[config.mk]
export PLATFORM = sky130hd
export DESIGN_NAME = axi_10g_ethernet_0_tcp_conn_ctrl
export DESIGN_NICKNAME = d
export VERILOG_FILES = /design/src/rtl/axi_10g_ethernet_0_tcp_conn_ctrl.sv
export SDC_FILE = /design/constraint.sdc
export NUM_CORES = 1
export LEC_CHECK = 0
export CAP_MARGIN = 0
export CORE_MARGIN = 4
export CORE_UTILIZATION = 37
export CTS_CLUSTER_SIZE = 12
export DETAILED_ROUTE_END_ITERATION = 8
export GPL_TIMING_DRIVEN = 0
export MAX_ROUTING_LAYER = met4
export PLACE_DENSITY_LB_ADDON = 0.1
export SLEW_MARGIN = 20
export SYNTH_ARGS = -nofsm -noshare
export SYNTH_HDL_FRONTEND = slang
export SYNTH_SLANG_ARGS = --single-unit
[constraint.sdc]
create_clock -name aclk -period 13.4 [get_ports aclk]
set_input_delay 3.35 -clock aclk [delete_from_list [all_inputs] [get_ports aclk]]
set_output_delay 3.35 -clock aclk [all_outputs]
set_load 0.03 [all_outputs]
[src/rtl/axi_10g_ethernet_0_tcp_conn_ctrl.sv]
// Passive-open TCP connection FSM for the single-port 10G TCP/IP core.
// Tracks local SEQ/ACK, IP identification and the peer address; issues one-cycle send requests.
module axi_10g_ethernet_0_tcp_conn_ctrl #(
  parameter logic [15:0] PORT           = 16'h0024,
  parameter int unsigned TIMEOUT_CYCLES = 156_250_000,
  parameter int unsigned MAX_RETRY      = 3
) (
  input  logic        aclk,
  input  logic        aresetn,
  input  logic        rx_seg_valid,
  input  logic [7:0]  rx_seg_flags,
  input  logic [31:0] rx_seg_seq,
  input  logic [31:0] rx_seg_ack,
  input  logic [15:0] rx_seg_len,
  input  logic [31:0] rx_src_ip,
  input  logic [47:0] rx_src_mac,
  input  logic [15:0] rx_src_port,
  input  logic [15:0] rx_dst_port,
  input  logic        seq_advance_valid,
  input  logic [15:0] seq_advance_len,
  input  logic        seq_number_link_new,
  input  logic        ip_identification_link_new,
  input  logic        tcp_link_done,
  output logic        send_syn_rcvd,
  output logic        send_fin_1,
  output logic        send_fin_2,
  output logic [31:0] tx_ip,
  output logic [47:0] tx_mac,
  output logic [15:0] tx_port,
  output logic [31:0] seq_number_local,
  output logic [31:0] ack_number_local,
  output logic [15:0] ip_identification,
  output logic        conn_established
);

  typedef enum logic [2:0] {
    LISTEN,
    SYN_RCVD,
    ESTABLISHED,
    CLOSE_WAIT,
    LAST_ACK
  } state_t;

  localparam logic [31:0] TIMER_LAST = 32'(TIMEOUT_CYCLES - 1);
  localparam logic [7:0]  RETRY_MAX  = 8'(MAX_RETRY);

  function automatic logic [31:0] bswap32(input logic [31:0] v);
    return {v[7:0], v[15:8], v[23:16], v[31:24]};
  endfunction

  state_t      state;
  logic [31:0] isn_cnt;
  logic [31:0] seq_h;
  logic [31:0] ack_h;
  logic [31:0] timer;
  logic [7:0]  retry;
  logic        busy;
  logic        id_prev;

  logic        f_fin, f_syn, f_rst, f_ack;
  logic        rx_hit, rst_evt, seg_ok, timing, expire;
  logic [31:0] rx_seq_h, rx_ack_h, seq_inc;
  logic        unused_flags;

  assign unused_flags = ^{rx_seg_flags[7:5], rx_seg_flags[3]};

  always_comb begin
    f_fin    = rx_seg_flags[0];
    f_syn    = rx_seg_flags[1];
    f_rst    = rx_seg_flags[2];
    f_ack    = rx_seg_flags[4];
    rx_seq_h = bswap32(rx_seg_seq);
    rx_ack_h = bswap32(rx_seg_ack);
    rx_hit   = rx_seg_valid && (rx_dst_port == PORT) &&
               ((state == LISTEN) || ((rx_src_ip == tx_ip) && (rx_src_port == tx_port)));
    // RST bypasses the busy drop so a reset peer cannot leave us stuck waiting on the generator
    rst_evt  = rx_hit && f_rst && (state != LISTEN);
    seg_ok   = rx_hit && !busy && !rst_evt;
    timing   = ((state == SYN_RCVD) || (state == LAST_ACK)) && !busy;
    expire   = timing && (timer == TIMER_LAST);
    seq_inc  = {31'd0, seq_number_link_new} +
               (((state == ESTABLISHED) && seq_advance_valid) ? {16'd0, seq_advance_len} : '0);
  end

  assign seq_number_local = bswap32(seq_h);
  assign ack_number_local = bswap32(ack_h);

  always_ff @(posedge aclk or negedge aresetn) begin
    if (!aresetn) begin
      state             <= LISTEN;
      isn_cnt           <= '0;
      seq_h             <= '0;
      ack_h             <= '0;
      timer             <= '0;
      retry             <= '0;
      busy              <= 1'b0;
      id_prev           <= 1'b0;
      send_syn_rcvd     <= 1'b0;
      send_fin_1        <= 1'b0;
      send_fin_2        <= 1'b0;
      tx_ip             <= '0;
      tx_mac            <= '0;
      tx_port           <= '0;
      ip_identification <= '0;
      conn_established  <= 1'b0;
    end else begin
      isn_cnt       <= isn_cnt + 32'd1;
      send_syn_rcvd <= 1'b0;
      send_fin_1    <= 1'b0;
      send_fin_2    <= 1'b0;
      id_prev       <= ip_identification_link_new;
      if (ip_identification_link_new && !id_prev)
        ip_identification <= ip_identification + 16'd1;
      if (tcp_link_done)
        busy <= 1'b0;
      seq_h <= seq_h + seq_inc;
      if (timing)
        timer <= timer + 32'd1;

      if (rst_evt) begin
        state            <= LISTEN;
        busy             <= 1'b0;
        retry            <= '0;
        timer            <= '0;
        conn_established <= 1'b0;
      end else begin
        case (state)
          LISTEN: begin
            if (seg_ok && f_syn && !f_ack) begin
              tx_ip         <= rx_src_ip;
              tx_mac        <= rx_src_mac;
              tx_port       <= rx_src_port;
              seq_h         <= isn_cnt;
              ack_h         <= rx_seq_h + 32'd1;
              send_syn_rcvd <= 1'b1;
              busy          <= 1'b1;
              timer         <= '0;
              retry         <= '0;
              state         <= SYN_RCVD;
            end
          end
          SYN_RCVD: begin
            if (seg_ok && f_ack && (rx_ack_h == seq_h)) begin
              state            <= ESTABLISHED;
              conn_established <= 1'b1;
              retry            <= '0;
              timer            <= '0;
            end else if (expire) begin
              if (retry == RETRY_MAX) begin
                state <= LISTEN;
                retry <= '0;
                timer <= '0;
              end else begin
                // Rewind the number the generator consumed for the SYN so the resend is identical
                seq_h         <= seq_h + seq_inc - 32'd1;
                send_syn_rcvd <= 1'b1;
                busy          <= 1'b1;
                timer         <= '0;
                retry         <= retry + 8'd1;
              end
            end
          end
          ESTABLISHED: begin
            if (seg_ok && (rx_seq_h == ack_h)) begin
              if (f_fin) begin
                ack_h            <= ack_h + {16'd0, rx_seg_len} + 32'd1;
                send_fin_1       <= 1'b1;
                busy             <= 1'b1;
                timer            <= '0;
                conn_established <= 1'b0;
                state            <= CLOSE_WAIT;
              end else begin
                ack_h <= ack_h + {16'd0, rx_seg_len};
              end
            end
          end
          CLOSE_WAIT: begin
            if (tcp_link_done) begin
              send_fin_2 <= 1'b1;
              busy       <= 1'b1;
              timer      <= '0;
              retry      <= '0;
              state      <= LAST_ACK;
            end
          end
          LAST_ACK: begin
            if (seg_ok && f_ack && (rx_ack_h == seq_h)) begin
              state <= LISTEN;
              retry <= '0;
              timer <= '0;
            end else if (expire) begin
              if (retry == RETRY_MAX) begin
                state <= LISTEN;
                retry <= '0;
                timer <= '0;
              end else begin
                seq_h      <= seq_h + seq_inc - 32'd1;
                send_fin_2 <= 1'b1;
                busy       <= 1'b1;
                timer      <= '0;
                retry      <= retry + 8'd1;
              end
            end
          end
          default: state <= LISTEN;
        endcase
      end
    end
  end

endmodule
# Word level (Yosys, flattened, before mapping)
# Cells that the tools add are included.
[op_classes]
n_addsub = 10
mul = 0
n_div = 0
order_cmp = 0
eq_ne = 19
n_shift = 0
mux = 65
n_bitwise = 1
reduce_logical = 33
[op_table]
columns = ["op", "n"]
rows = [
  ["$mux 32", 16],
  ["$add 32x1->32 const B", 4],
  ["$pmux 32 s2", 2],
  ["$pmux 32 s4", 1],
  ["$eq 32x32->1", 3],
  ["$mux 8", 6],
  ["$add 32x16->32", 1],
  ["$add 32x17->32", 1],
  ["$eq 32x28->1 const B", 1],
  ["$sub 32x1->32 const B", 1],
  ["$mux 3", 9],
  ["$mux 1", 24],
  ["$pmux 8 s3", 1],
  ["$add 1x16->17", 1],
  ["$add 16x1->16 const B", 1],
  ["$eq 16x16->1", 1],
  ["$eq 16x6->1 const B", 1],
  ["$logic_and 1x1->1", 16],
  ["$mux 16", 1],
  ["$reduce_and 4->1", 4],
  ["$pmux 3 s5", 1],
  ["$ne 3x2->1 const B", 3],
  ["$add 8x1->8 const B", 1],
  ["$eq 8x2->1 const B", 1],
  ["17 further kinds", 27],
]
[word_totals]
register_bits = 257
latch_bits = 0
ramBits = 0
romBits = 0
in_bits = 223
out_inout_bits = 180
word_cells = 144
n_memories = 0

# Depth between registers and ports, before layout
# Gate-level depths: netlist (run 1).
[depth]
word_depth = 13
mapped_depth = 20
ltp_nobuf = 16

# Worst setup path after synthesis (run 1)
# OpenSTA, ideal clock, no wires.
[synth_timing]
kind = "input -> register"
startpoint = "input seq_advance_valid"
endpoint = "register seq_h[24]"
setup_time_ns = 0.126
arrival_time_ns = 7.043
required_time_ns = 13.274
path_slack_ns = 6.231
path_stages = 16
n_path_buf = 2
path_cell_list = "clkbuf_1 -> nand3_1 -> fa_1 -> fa_1 -> nor2b_1 -> o31a_1 -> o221ai_1 -> o211a_1 -> a211oi_1 -> nand2_1 -> or4b_1 -> buf_2 -> nor3_1 -> a21oi_1 -> a41o_1 -> a221o_1"
[synth_between]
elab_chain_cells = 10
word_cells_on_any_way = 11
cone_classes = "3 x add/sub; 7 x mux; 1 x reduce/logical"
[synth_rtl]
columns = ["item", "line", "text"]
rows = [
  ["start: declaration", "19", "input logic seq_advance_valid,"],
  ["$logic_and 1x1->1 (*)", "82", "(((state == ESTABLISHED) && seq_advance_valid) ? {16'd0, seq_advance_len} : '0);"],
  ["$mux 16 (*)", "82", ""],
  ["$add 1x16->17 (*)", "81", "seq_inc = {31'd0, seq_number_link_new} +"],
  ["$add 32x17->32 (*)", "116, 155, 197", ""],
  ["$sub 32x1->32", "155, 197", ""],
  ["$mux 32", "149, 192", ""],
  ["$mux 32", "191", "end else if (expire) begin"],
  ["$mux 32", "143", "if (seg_ok && f_ack && (rx_ack_h == seq_h)) begin"],
  ["$pmux 32 s2", "127", "case (state)"],
  ["$mux 32 (*)", "120", "if (rst_evt) begin"],
  ["end signal: assignment", "116", "seq_h <= seq_h + seq_inc;"],
  ["end signal: assignment", "133", "seq_h <= isn_cnt;"],
  ["end signal: assignment", "197", "seq_h <= seq_h + seq_inc - 32'd1;"],
  ["end: declaration", "53", "logic [31:0] seq_h;"],
]
# Every way passes the cells marked *; elsewhere a longest branch is shown, timed or not.
# A chain may end at the register's enable or synchronous reset.

# Final worst setup path (run 1)
[layout_timing]
startpoint = "input seq_advance_valid"
endpoint = "register seq_h[23]"
# The elaborated chain is that of the path after synthesis.

==> results.md, run 1 <==
| Step | Item | This run |
|---|---|---|
| status | Outcome | finished, final reports clean |
| yosys | XOR/XNOR Fraction of Synth Area | 14.5% |
| power | Internal power | 1.55 mW |
| setup path | Delay-heaviest family, CP | compound AO/OA/AOI/OAI gates |
| yosys | Multiplexer share of the synthesized area | 0.549% |
| place | Placer congestion estimate | 0.976 |
| place | Estimated wirelength of the detail-placed design | 48,000 microns |
| timing | Tmin final | 8.29 ns |
| route | Overall routed net length | 61,800 microns |
| power | Leakage | 10.2 nW |
| cells and area | Layout net count | 2,772 |
| clock tree | CTS Root Cell | sky130_fd_sc_hd__clkbuf_16 |
| setup path | Cell type of the slowest stage on the worst timing path | sky130_fd_sc_hd__clkdlybuf4s50_1 |
| global route | Maximum number of pins on one net before global-route repair | 79 |
| route | Post-route DRC violation count | 0 |
| cells and area | Most common library cell in the layout ignoring fill and taps | sky130_fd_sc_hd__nand2_1 |
| yosys | Seq/Total Area, Yosys | 37.6% |
| global route | First-pass GRT wire length | 94,800 microns |
| clock tree | TritonCTS sink count | 257 |
| setup path | Number of cells on the critical path | 17 |
| timing | Final Max Tran Viols | 0 |
| yosys | Count of distinct cell types in the synthesized netlist | 83 |
| route | Post-DR vias/cell | 5.39 |
| cells and area | Sequential standard cell area | 0.00643 sq mm |
| yosys | Post-synthesis async set-or-reset flop share | 100% |
| power | Worst vdd ir | 113 uV |
| place | Port Buffers | 397 |
| job | Maximum capacitance violations | 0 |
| cells and area | Filler cells | 4,392 |
| global route | Number of antenna violations at the first check in global routing | 4 |
| setup path | Count of cells along the worst register-to-register path | 20 |
| clock tree | TritonCTS clock tree | yes |
| setup path | Kind of capture point of the worst setup path | register |
| yosys | Net count after synthesis | 2,339 |
| timing | Maximum clock skew at final layout | 0.0222 ns |
| global route | Grt total ovfl | 0 |
| setup path | Kind of critical path | primary input to register |
| route | Number of detailed-routing iterations run before antenna repair | 6 |
| timing | Worst rel slew slack | 26.9% |
| floorplan | Io pins | 403 |
| power | Relative contribution of combinational cells to total power | 17.7% |
| place | # placed instances | 3,075 |
| hold path | Min-Delay Path Class | register to register |
| cells and area | Final core utilization | 50.5% |
| power | Power density normalized to cell area | 94.1 mW/mm^2 |
| floorplan | Die Y | 223 microns |
| cells and area | Post-route non-filler standard cell count | 3,138 |
| timing | Final setup violation count | 0 |
| clock tree | Longest Clk Path Bufs | 3 |
| clock tree | H-tree level count | 1 |
| yosys | Number of warning messages in the yosys log | 0 |
| power | Net switching power | 0.616 mW |
| floorplan | Initial standard-cell utilization of the core | 37.5% |
| yosys | Complex-gate fraction of the synthesized area | 13.6% |
| setup path | Worst path required time | 13.84 ns |
| setup path | RR Endpoint | seq_h[23]$_DFF_PN0_ |
| cells and area | Share of final-layout standard cells stronger than drive strength 1 | 3.51% |
| clock tree | Number of clock buffers inserted by TritonCTS | 31 |
| global route | Total Routing Usage GR | 24.3% |
| cells and area | Commonest non-fill, non-tap cells in the layout | 448 x sky130_fd_sc_hd__nand2_1, 396 x sky130_fd_sc_hd__clkdlybuf4s50_1, 257 x sky130_fd_sc_hd__dfrtp_1 |
| route | Residual antenna-violating net count after detailed routing | 0 |
| global route | Via count of the first global-routing pass | 16,534 |
| floorplan | Total die area | 0.0497 sq mm |
| setup path | Startpoint type of the worst setup path | primary input |
| route | Number of DRC violations after detailed-routing iteration 0 | 1,275 |
| yosys | Simple-gate portion of the synthesized area | 27.6% |
| cells and area | Area occupied by multi-input gates | 0.0102 sq mm |
| power | PnR Total Power | 2.17 mW |
| yosys | Most common flop cell mapped by yosys | sky130_fd_sc_hd__dfrtp_1 |
| setup path | Cells along the critical path | clkdlybuf4s50_1, clkbuf_1, nand3_1, fa_1, fa_1, nor2b_1, o31a_1, o221ai_1, o211a_1, a211oi_1, nand2_1, nor4bb_1, clkbuf_1, nand2b_1, or2_1, a211o_1, a22o_1 |
| floorplan | Area of the core | 0.0456 sq mm |
| clock tree | Quantity of gates resized following cts | 0 |
| timing | Top achievable clock speed | 0.121 GHz |
| setup path | Startpoint of the most critical setup path | seq_advance_valid |
| setup path | Critical path fanouts, max | 10 |
| timing | Unrepaired setup endpoints after global routing | no |
| setup path | Endpoint of the most critical setup path | seq_h[23]$_DFF_PN0_ |
| yosys | Post-synthesis cell count | 2,075 |
| power | Switching Fraction | 28.4% |
| timing | Worst-Margin Slew | 1.10 ns |
| clock tree | Total of hold buffers inserted after clock tree synthesis | 0 |
| timing | Minimum hold slack | 0.461 ns |
| yosys | FF+latch count, synth | 257 |
| cells and area | Synth-to-Final Area Change | 34.7% |
| clock tree | Clock Pin Slew Worst Setup and Hold Paths | 0.06 ns |
| clock tree | Post-CTS setup buffer count | 0 |
| power | Clk pwr share | 42.1% |
| yosys | Cell area after synthesis | 0.0171 sq mm |
| setup path | Start of the worst register-to-register path | state[0]$_DFFE_PN0P_ |
| route | Per-cell routed wire length | 19.7 microns |
| yosys | Adder-cell area share of the yosys netlist | 3.25% |
| floorplan | Core Rows | 78 |
| yosys | Largest family of logic cells by synthesized area | simple AND/OR/NAND/NOR gates |
| yosys | Number of enable flip-flop cells after synthesis | 0 |
| timing | Hold violation count in the final report | 0 |
| yosys | Post-synthesis area per instance | 8.24 sq um |
| setup path | Flop-to-flop setup slack | 6.56 ns |
| clock tree | Clock Latency Late Sink | 0.59 ns |
| timing | Period utilization | 61.9% |
| power | Relative contribution of sequential cells to total power | 40.2% |
| setup path | Arrival time at the worst endpoint | 8.73 ns |
| route | Via count | 16,915 |
| floorplan | Die outline width | 223 microns |
| setup path | Sum of buffers and inverters on the critical path | 3 |
| setup path | Stage delay of the slowest cell on the critical path | 0.56 ns |
per-stage QoR:
step,setup WS [ns],TNS (ns),area [sq um]
after detailed placement,4.71,0,21900
final,5.11,0,23000
after floorplan,6.23,0,17100
after global placement,-2.65,-667.18,21800
after CTS,5.28,0,23000
after global routing,4.79,0,23000
worst min-delay path by stage:
| stage | startpoint | to | slack, ns | cells past startpoint |
|---|---|---|---|---|
| 2_1_floorplan | isn_cnt[31]$_DFF_PN0_ | isn_cnt[31]$_DFF_PN0_ | 0.44 | 1 |
| 3_5_place_dp | tx_mac[23]$_DFFE_PN0P_ | tx_mac[23]$_DFFE_PN0P_ | 0.46 | 2 |
| 5_1_grt | tx_mac[6]$_DFFE_PN0P_ | tx_mac[6]$_DFFE_PN0P_ | 0.49 | 2 |
| 3_3_place_gp | tx_mac[6]$_DFFE_PN0P_ | tx_mac[6]$_DFFE_PN0P_ | 0.45 | 2 |
| 6_report | tx_mac[23]$_DFFE_PN0P_ | tx_mac[23]$_DFFE_PN0P_ | 0.46 | 2 |
| 4_1_cts | tx_mac[23]$_DFFE_PN0P_ | tx_mac[23]$_DFFE_PN0P_ | 0.47 | 2 |
layer usage:
layer  vias up  wire length, microns  global-route usage [%]
met2       611                 29600                    39.6
li1       8117                     -                       -
met3        81                  3760                    3.07
met5         -                     0                       -
met4         0                  1380                    5.55
met1      8106                 27100                    32.7
power by group through the flow:
stage               clock (mW)  combinational [mW]  sequential (mW)
global placement             0               0.376            0.885
floorplan                    0               0.168            0.900
detailed placement           0               0.384            0.884
global route             0.971               0.422            0.877
finish                   0.912               0.385            0.872
CTS                      0.937               0.386            0.871
flip-flops by register name (all words and copies together) (netlist names):
register,cells
tx_mac,48
ack_h,32
isn_cnt,32
seq_h,32
timer,32
tx_ip,32
ip_identification,16
tx_port,16
retry,8
state,3
busy,1
conn_established,1
id_prev,1
send_fin_1,1
send_fin_2,1
send_syn_rcvd,1
synthesized netlist by cell type (5+ instances only):
master	instances	area, sq um
sky130_fd_sc_hd__xnor2_1	112	981
sky130_fd_sc_hd__a221o_1	15	150
sky130_fd_sc_hd__nor3b_1	6	45.0
sky130_fd_sc_hd__dfrtp_1	257	6430
sky130_fd_sc_hd__nor3_1	60	300
sky130_fd_sc_hd__buf_2	8	40.0
sky130_fd_sc_hd__nor4_1	43	269
sky130_fd_sc_hd__o21a_1	17	128
sky130_fd_sc_hd__o22ai_1	5	31.3
sky130_fd_sc_hd__o21ai_0	95	475
sky130_fd_sc_hd__inv_1	35	131
sky130_fd_sc_hd__clkbuf_1	79	297
sky130_fd_sc_hd__a21o_1	20	150
sky130_fd_sc_hd__nand4_1	49	307
sky130_fd_sc_hd__a211o_1	11	96.3
sky130_fd_sc_hd__mux2i_1	6	60.1
sky130_fd_sc_hd__nor4b_1	5	43.8
sky130_fd_sc_hd__o211ai_1	11	82.6
sky130_fd_sc_hd__and4_1	11	96.3
sky130_fd_sc_hd__nor2b_1	16	100
sky130_fd_sc_hd__a31oi_1	9	56.3
sky130_fd_sc_hd__o2111ai_1	7	61.3
sky130_fd_sc_hd__a21oi_1	91	455
sky130_fd_sc_hd__nor2_1	151	567
sky130_fd_sc_hd__and2_1	16	100
sky130_fd_sc_hd__nand2_1	448	1680
sky130_fd_sc_hd__and3_1	65	407
sky130_fd_sc_hd__a211oi_1	14	105
sky130_fd_sc_hd__ha_1	38	475
sky130_fd_sc_hd__nand3_1	74	370
sky130_fd_sc_hd__xor2_1	171	1500
sky130_fd_sc_hd__or3_1	20	125
sky130_fd_sc_hd__or2_2	5	31.3
sky130_fd_sc_hd__nand2b_1	10	62.6
worst reg2reg max path, cell delays in order (launching register included):
cell and delay [ns]:
sky130_fd_sc_hd__dfrtp_1 0.40, sky130_fd_sc_hd__clkbuf_1 0.23, sky130_fd_sc_hd__clkinv_1 0.23, sky130_fd_sc_hd__and3_1 0.26, sky130_fd_sc_hd__clkbuf_1 0.47, sky130_fd_sc_hd__clkbuf_1 0.62, sky130_fd_sc_hd__nand3_1 0.19, sky130_fd_sc_hd__fa_1 0.44
sky130_fd_sc_hd__fa_1 0.41, sky130_fd_sc_hd__nor2b_1 0.29, sky130_fd_sc_hd__o31a_1 0.32, sky130_fd_sc_hd__o221ai_1 0.17, sky130_fd_sc_hd__o211a_1 0.22, sky130_fd_sc_hd__a211oi_1 0.39, sky130_fd_sc_hd__nand2_1 0.15, sky130_fd_sc_hd__nor4bb_1 0.36
sky130_fd_sc_hd__clkbuf_1 0.47, sky130_fd_sc_hd__nand2b_1 0.23, sky130_fd_sc_hd__or2_1 0.30, sky130_fd_sc_hd__a211o_1 0.30, sky130_fd_sc_hd__a22o_1 0.23
final cells by class:
cell class                 instances  share of cell area [%]
clock buffer                      41                    3.83
antenna                            5                  0.0543
buffer                            90                    1.54
timing repair buffer             400                    17.6
sequential                       257                    27.9
clock inverter                    17                   0.978
tap                              600                    3.26
multi-input combinational       1692                    44.2
inverter                          36                   0.587
cells by family (layout without fill, tap and decap cells):
| family | Yosys count | in the layout |
|---|---|---|
| AND/OR/NAND/NOR | 1003 | 1003 |
| AO/OA/AOI/OAI | 354 | 354 |
| XOR/XNOR | 283 | 283 |
| flip-flops | 257 | 257 |
| buffers and inverters | 126 | 584 |
| adder cells (fa/ha/maj) | 43 | 43 |
| multiplexers | 9 | 9 |
| other | 0 | 5 |
(Power assumes the default switching activity.)
==> run 2: changes to the inputs <==
==> constraint.sdc (replaced) <==
create_clock -name aclk -period 7.2 [get_ports aclk]
set_input_delay 1.8 -clock aclk [delete_from_list [all_inputs] [get_ports aclk]]
set_output_delay 1.8 -clock aclk [all_outputs]
set_load 0.03 [all_outputs]
==> results of run 2 <==
Same layout as run 1 (identical final DEF). Status: finished, final reports clean.
Among the figures that moved: setup slack after placement 4.71 ns -> 0.0619 ns; setup slack after layout 5.11 ns -> 0.361 ns; start point of the critical path seq_advance_valid -> state[0]$_DFFE_PN0P_; register-to-register setup slack 6.56 ns -> 0.36 ns; total power 2.17 mW -> 4.04 mW; worst IR drop on VDD 113 uV -> 210 uV
==> patch 1 (flow settings as in run 2) <==
Reset style: synchronous (`aresetn`), changed in one clocked block.
--- a/src/rtl/axi_10g_ethernet_0_tcp_conn_ctrl.sv
+++ b/src/rtl/axi_10g_ethernet_0_tcp_conn_ctrl.sv
@@ -85,7 +85,7 @@
   assign seq_number_local = bswap32(seq_h);
   assign ack_number_local = bswap32(ack_h);
 
-  always_ff @(posedge aclk or negedge aresetn) begin
+  always_ff @(posedge aclk) begin
     if (!aresetn) begin
       state             <= LISTEN;
       isn_cnt           <= '0;
Function: differs if aresetn is asserted again (counterexample within 4 cycles, from zero or initial values and one cycle with aresetn low); with aresetn held inactive, the same outputs for 4 cycles.
==> patch 1 against run 2 <==
Fmax increased by 11%; sequential share of layout area decreased by 5.7 points; clock skew decreased by 0.012 ns; wire length increased by 14%; count of clock-buffer cells in the layout increased by 5; area after synthesis increased by 1.3%; setup slack improved by 0.66 ns; sequential cell count unchanged; design area increased by 0.54%.
Power is not compared: it rests on default switching activity, and its combinational part moved more than twofold at a synthesized area within 25%.
==> patch 1: results (changes against run 2) <==
Status - finished clean (unchanged)
Origin of the critical flop-to-flop path - state[1]$_SDFFE_PP0P_ (was state[0]$_DFFE_PN0P_)
CP top delay family - compound AO/OA/AOI/OAI gates (was buffers and inverters)
FF-to-FF path depth - 16 (was 20)
Gr usage total - 0.2719 (was 0.2432)
Met1 Usage GRT - 0.3532 (was 0.3269)
Synth cell types - 110 (was 83)
R2R setup slack - 1.27 ns (was 0.36 ns)
Met2 usage - 0.4236 (was 0.3957)
IO buf count - 396 (was 397)
Vias in the first global route - 18,000 (was 16,530)
DRT iter0 DRCs - 1,484 (was 1,275)
Met3 WL post-DR - 5.824 mm (was 3.762 mm)
Worst hold path endpoint - tx_mac[1]$_SDFFE_PN0P_ (was tx_mac[23]$_DFFE_PN0P_)
Synth area leaders - dfxtp_1 (30%), xnor2_1 (9.5%), nand2_1 (7.6%), a21oi_1 (6.4%), xor2_1 (5.2%) (was dfrtp_1 (38%), nand2_1 (9.8%), xor2_1 (8.8%), xnor2_1 (5.7%), nor2_1 (3.3%))
Post-synth ARST share - 0 (was 1.000)
Final cell count without fillers - 3,312 (was 3,138)
Final Skew - 0.01050 ns (was 0.02217 ns)
Final Wtd Congestion - 0.9650 (was 0.9759)
Inst Count DP - 3,247 (was 3,075)
Syn Nets - 2,508 (was 2,339)
Met3 GRT Util - 0.06552 (was 0.03066)
Share of cells above drive strength 1 - 0.05821 (was 0.03514)
DR WL met2 - 31.59 mm (was 29.60 mm)
Multiplexer share of the synthesized area - 0.01062 (was 0.005487)
Top cells by count, synth - nand2_1 (351), dfxtp_1 (257), a21oi_1 (221) (was nand2_1 (448), dfrtp_1 (257), xor2_1 (171))
DR vias/cell - 5.596 (was 5.390)
First-pass GRT wire length - 105.8 mm (was 94.82 mm)
patch 1: changes by cell type after synthesis, sizes merged, moves of 69 or more:
cell   delta
a21oi   +132
dfrtp   -257
dfxtp   +257
nand2    -95
xnor2    +76
xor2     -69
patch 1: cell type report:
type                            instances  area, um^2  area share
Antenna cell                            8       20.02   0.0008644
Buffer                                125       531.8     0.02296
Clock buffer                           46       952.2     0.04112
Clock inverter                         11       130.1    0.005619
Inverter                               27       101.3    0.004376
Multi-Input combinational cell       1835       11550      0.4989
Sequential cell                       257        5145      0.2222
Tap cell                              607       759.5     0.03279
Timing Repair Buffer                  396        3964      0.1712
patch 1: where the power goes:
group | leakage, nW | total (mW) | internal, mW | switching (mW)
sequential | 2.07 | 1.43 | 1.43 | 0.00429
clock | 0.538 | 1.66 | 0.985 | 0.679
combinational | 5.49 | 0.332 | 0.170 | 0.163
total | 8.10 | 3.43 | 2.58 | 0.846
==> patch 2 (config.mk and constraints of run 2) <==
Without the edit above. `TIMEOUT_CYCLES`: 156_250_000 -> 134_217_728.
--- a/src/rtl/axi_10g_ethernet_0_tcp_conn_ctrl.sv
+++ b/src/rtl/axi_10g_ethernet_0_tcp_conn_ctrl.sv
@@ -2,7 +2,7 @@
 // Tracks local SEQ/ACK, IP identification and the peer address; issues one-cycle send requests.
 module axi_10g_ethernet_0_tcp_conn_ctrl #(
   parameter logic [15:0] PORT           = 16'h0024,
-  parameter int unsigned TIMEOUT_CYCLES = 156_250_000,
+  parameter int unsigned TIMEOUT_CYCLES = 134_217_728,
   parameter int unsigned MAX_RETRY      = 3
 ) (
   input  logic        aclk,
Check against the original RTL: same outputs for any inputs over 4 cycles, from zero or initial values and one cycle with aresetn low; that may be too few to reach the edited logic, so the function may still have changed.
==> patch 2 against run 2 <==
Final cell count is 0.73% higher; power down 4.8%; sequential cell count stayed put; wire length increased by 7.2%; setup slack improved by 0.23 ns; die area up 1.1%; hold slack better by 0.0056 ns; area after synthesis up 1.1%; register-to-register slack improved by 0.47 ns; design area grew 0.71%; count of clock-buffer cells in the layout is 6 higher; critical path type is now in2reg.
==> patch 2: results (changes against run 2) <==
Worst Setup SP - seq_advance_valid (was state[0]$_DFFE_PN0P_)
Origin of the critical flop-to-flop path - state[1]$_DFFE_PN0P_ (was state[0]$_DFFE_PN0P_)
Filler Cells Inserted - 4,466 (was 4,392)
Post-Place Setup Slack - -0.2704 ns (was 0.06191 ns)
Met1 WL - 28.63 mm (was 27.09 mm)
First-pass GRT wire length - 101.5 mm (was 94.82 mm)
Gr usage total - 0.2628 (was 0.2432)
FF-to-FF path depth - 19 (was 20)
Syn Nets - 2,365 (was 2,339)
Sequential Power - 1.53 mW (was 1.62 mW)
Met1 Usage GRT - 0.3467 (was 0.3269)
Vias in the first global route - 16,910 (was 16,530)
IO buf count - 395 (was 397)
Met3 GRT Util - 0.03997 (was 0.03066)
Cell Int Power - 2.750 mW (was 2.890 mW)
Met2 usage - 0.4227 (was 0.3957)
Final Wtd Congestion - 0.9612 (was 0.9759)
Initial antenna violation count - 2 (was 4)
Largest net degree at the start of global routing - 96 (was 79)
Nets - 2,800 (was 2,772)
R2R setup slack - 0.83 ns (was 0.36 ns)
Synth cell types - 86 (was 83)
Final Skew - 0.01503 ns (was 0.02217 ns)
H-tree Lvls - 2 (was 1)
NetSw - 1.094 mW (was 1.146 mW)
TritonCTS Buffers - 34 (was 31)
First-pass DRT Iterations - 5 (was 6)
Inst Count DP - 3,100 (was 3,075)
Status - finished clean (unchanged)
Pleak - 9.683 nW (was 10.15 nW)
Clock Power Share - 0.435 (was 0.421)
Worst vdd ir - 243.2 uV (was 210.2 uV)
Top cells by count, synth - nand2_1 (446), dfrtp_1 (257), xnor2_1 (146) (was nand2_1 (448), dfrtp_1 (257), xor2_1 (171))
Routed wire length - 66.27 mm (was 61.84 mm)
Worst hold slack - 0.4668 ns (was 0.4612 ns)
DR vias/cell - 5.477 (was 5.390)
Part of the cycle the worst path needs - 0.9184 (was 0.9499)
Area share of xor/xnor cells in the synthesized design - 0.1388 (was 0.1449)
DRT iter0 DRCs - 1,309 (was 1,275)
Sequential element share of the synthesized area - 0.3718 (was 0.3761)
CP arrival - 7.04 ns (was 7.28 ns)
Met3 WL post-DR - 3.677 mm (was 3.762 mm)
==> patch 2: cell count changes in the layout (fill, tap and decap cells not counted), moves of 16 or more <==
cell,run 2,this run
nand3_1,74,99
xnor2_1,112,146
nor2_1,151,115
xor2_1,171,128
nor3_1,60,77
nand4_1,49,65
==> patch 2: worst max-delay path, stage by stage <==
cell,delay [ns]
clkdlybuf4s50_1,0.55
clkbuf_2,0.28
nand3_1,0.14
fa_1,0.45
fa_1,0.42
nor2b_1,0.18
o211ai_1,0.21
clkbuf_1,0.30
a2111oi_0,0.45
mux2_2,0.22
nor2_1,0.10
nor4b_1,0.54
nand3_1,0.25
or3_4,0.41
o31a_1,0.30
o21a_1,0.18
a211o_1,0.27
==> patch 2: worst min path at each step <==
stage / cells after the start / startpoint / endpoint
after global routing: 2 / tx_mac[15]$_DFFE_PN0P_ / tx_mac[15]$_DFFE_PN0P_
after global placement: 2 / tx_mac[29]$_DFFE_PN0P_ / tx_mac[29]$_DFFE_PN0P_
after CTS: 2 / tx_mac[42]$_DFFE_PN0P_ / tx_mac[42]$_DFFE_PN0P_
after floorplan: 1 / isn_cnt[31]$_DFF_PN0_ / isn_cnt[31]$_DFF_PN0_
after detailed placement: 2 / tx_mac[8]$_DFFE_PN0P_ / tx_mac[8]$_DFFE_PN0P_
final: 2 / tx_mac[22]$_DFFE_PN0P_ / tx_mac[22]$_DFFE_PN0P_
==> patch 2: cell type report <==
cell class	count	area, um^2	area share
antenna	2	5.005	0.0002157
buffer	102	405.4	0.01747
clock buffer	47	969.7	0.04180
clock inverter	12	110.1	0.004746
inverter	30	112.6	0.004854
multi-input combinational	1712	10360	0.4468
sequential	257	6431	0.2772
tap	600	750.7	0.03236
timing repair buffer	399	4049	0.1745
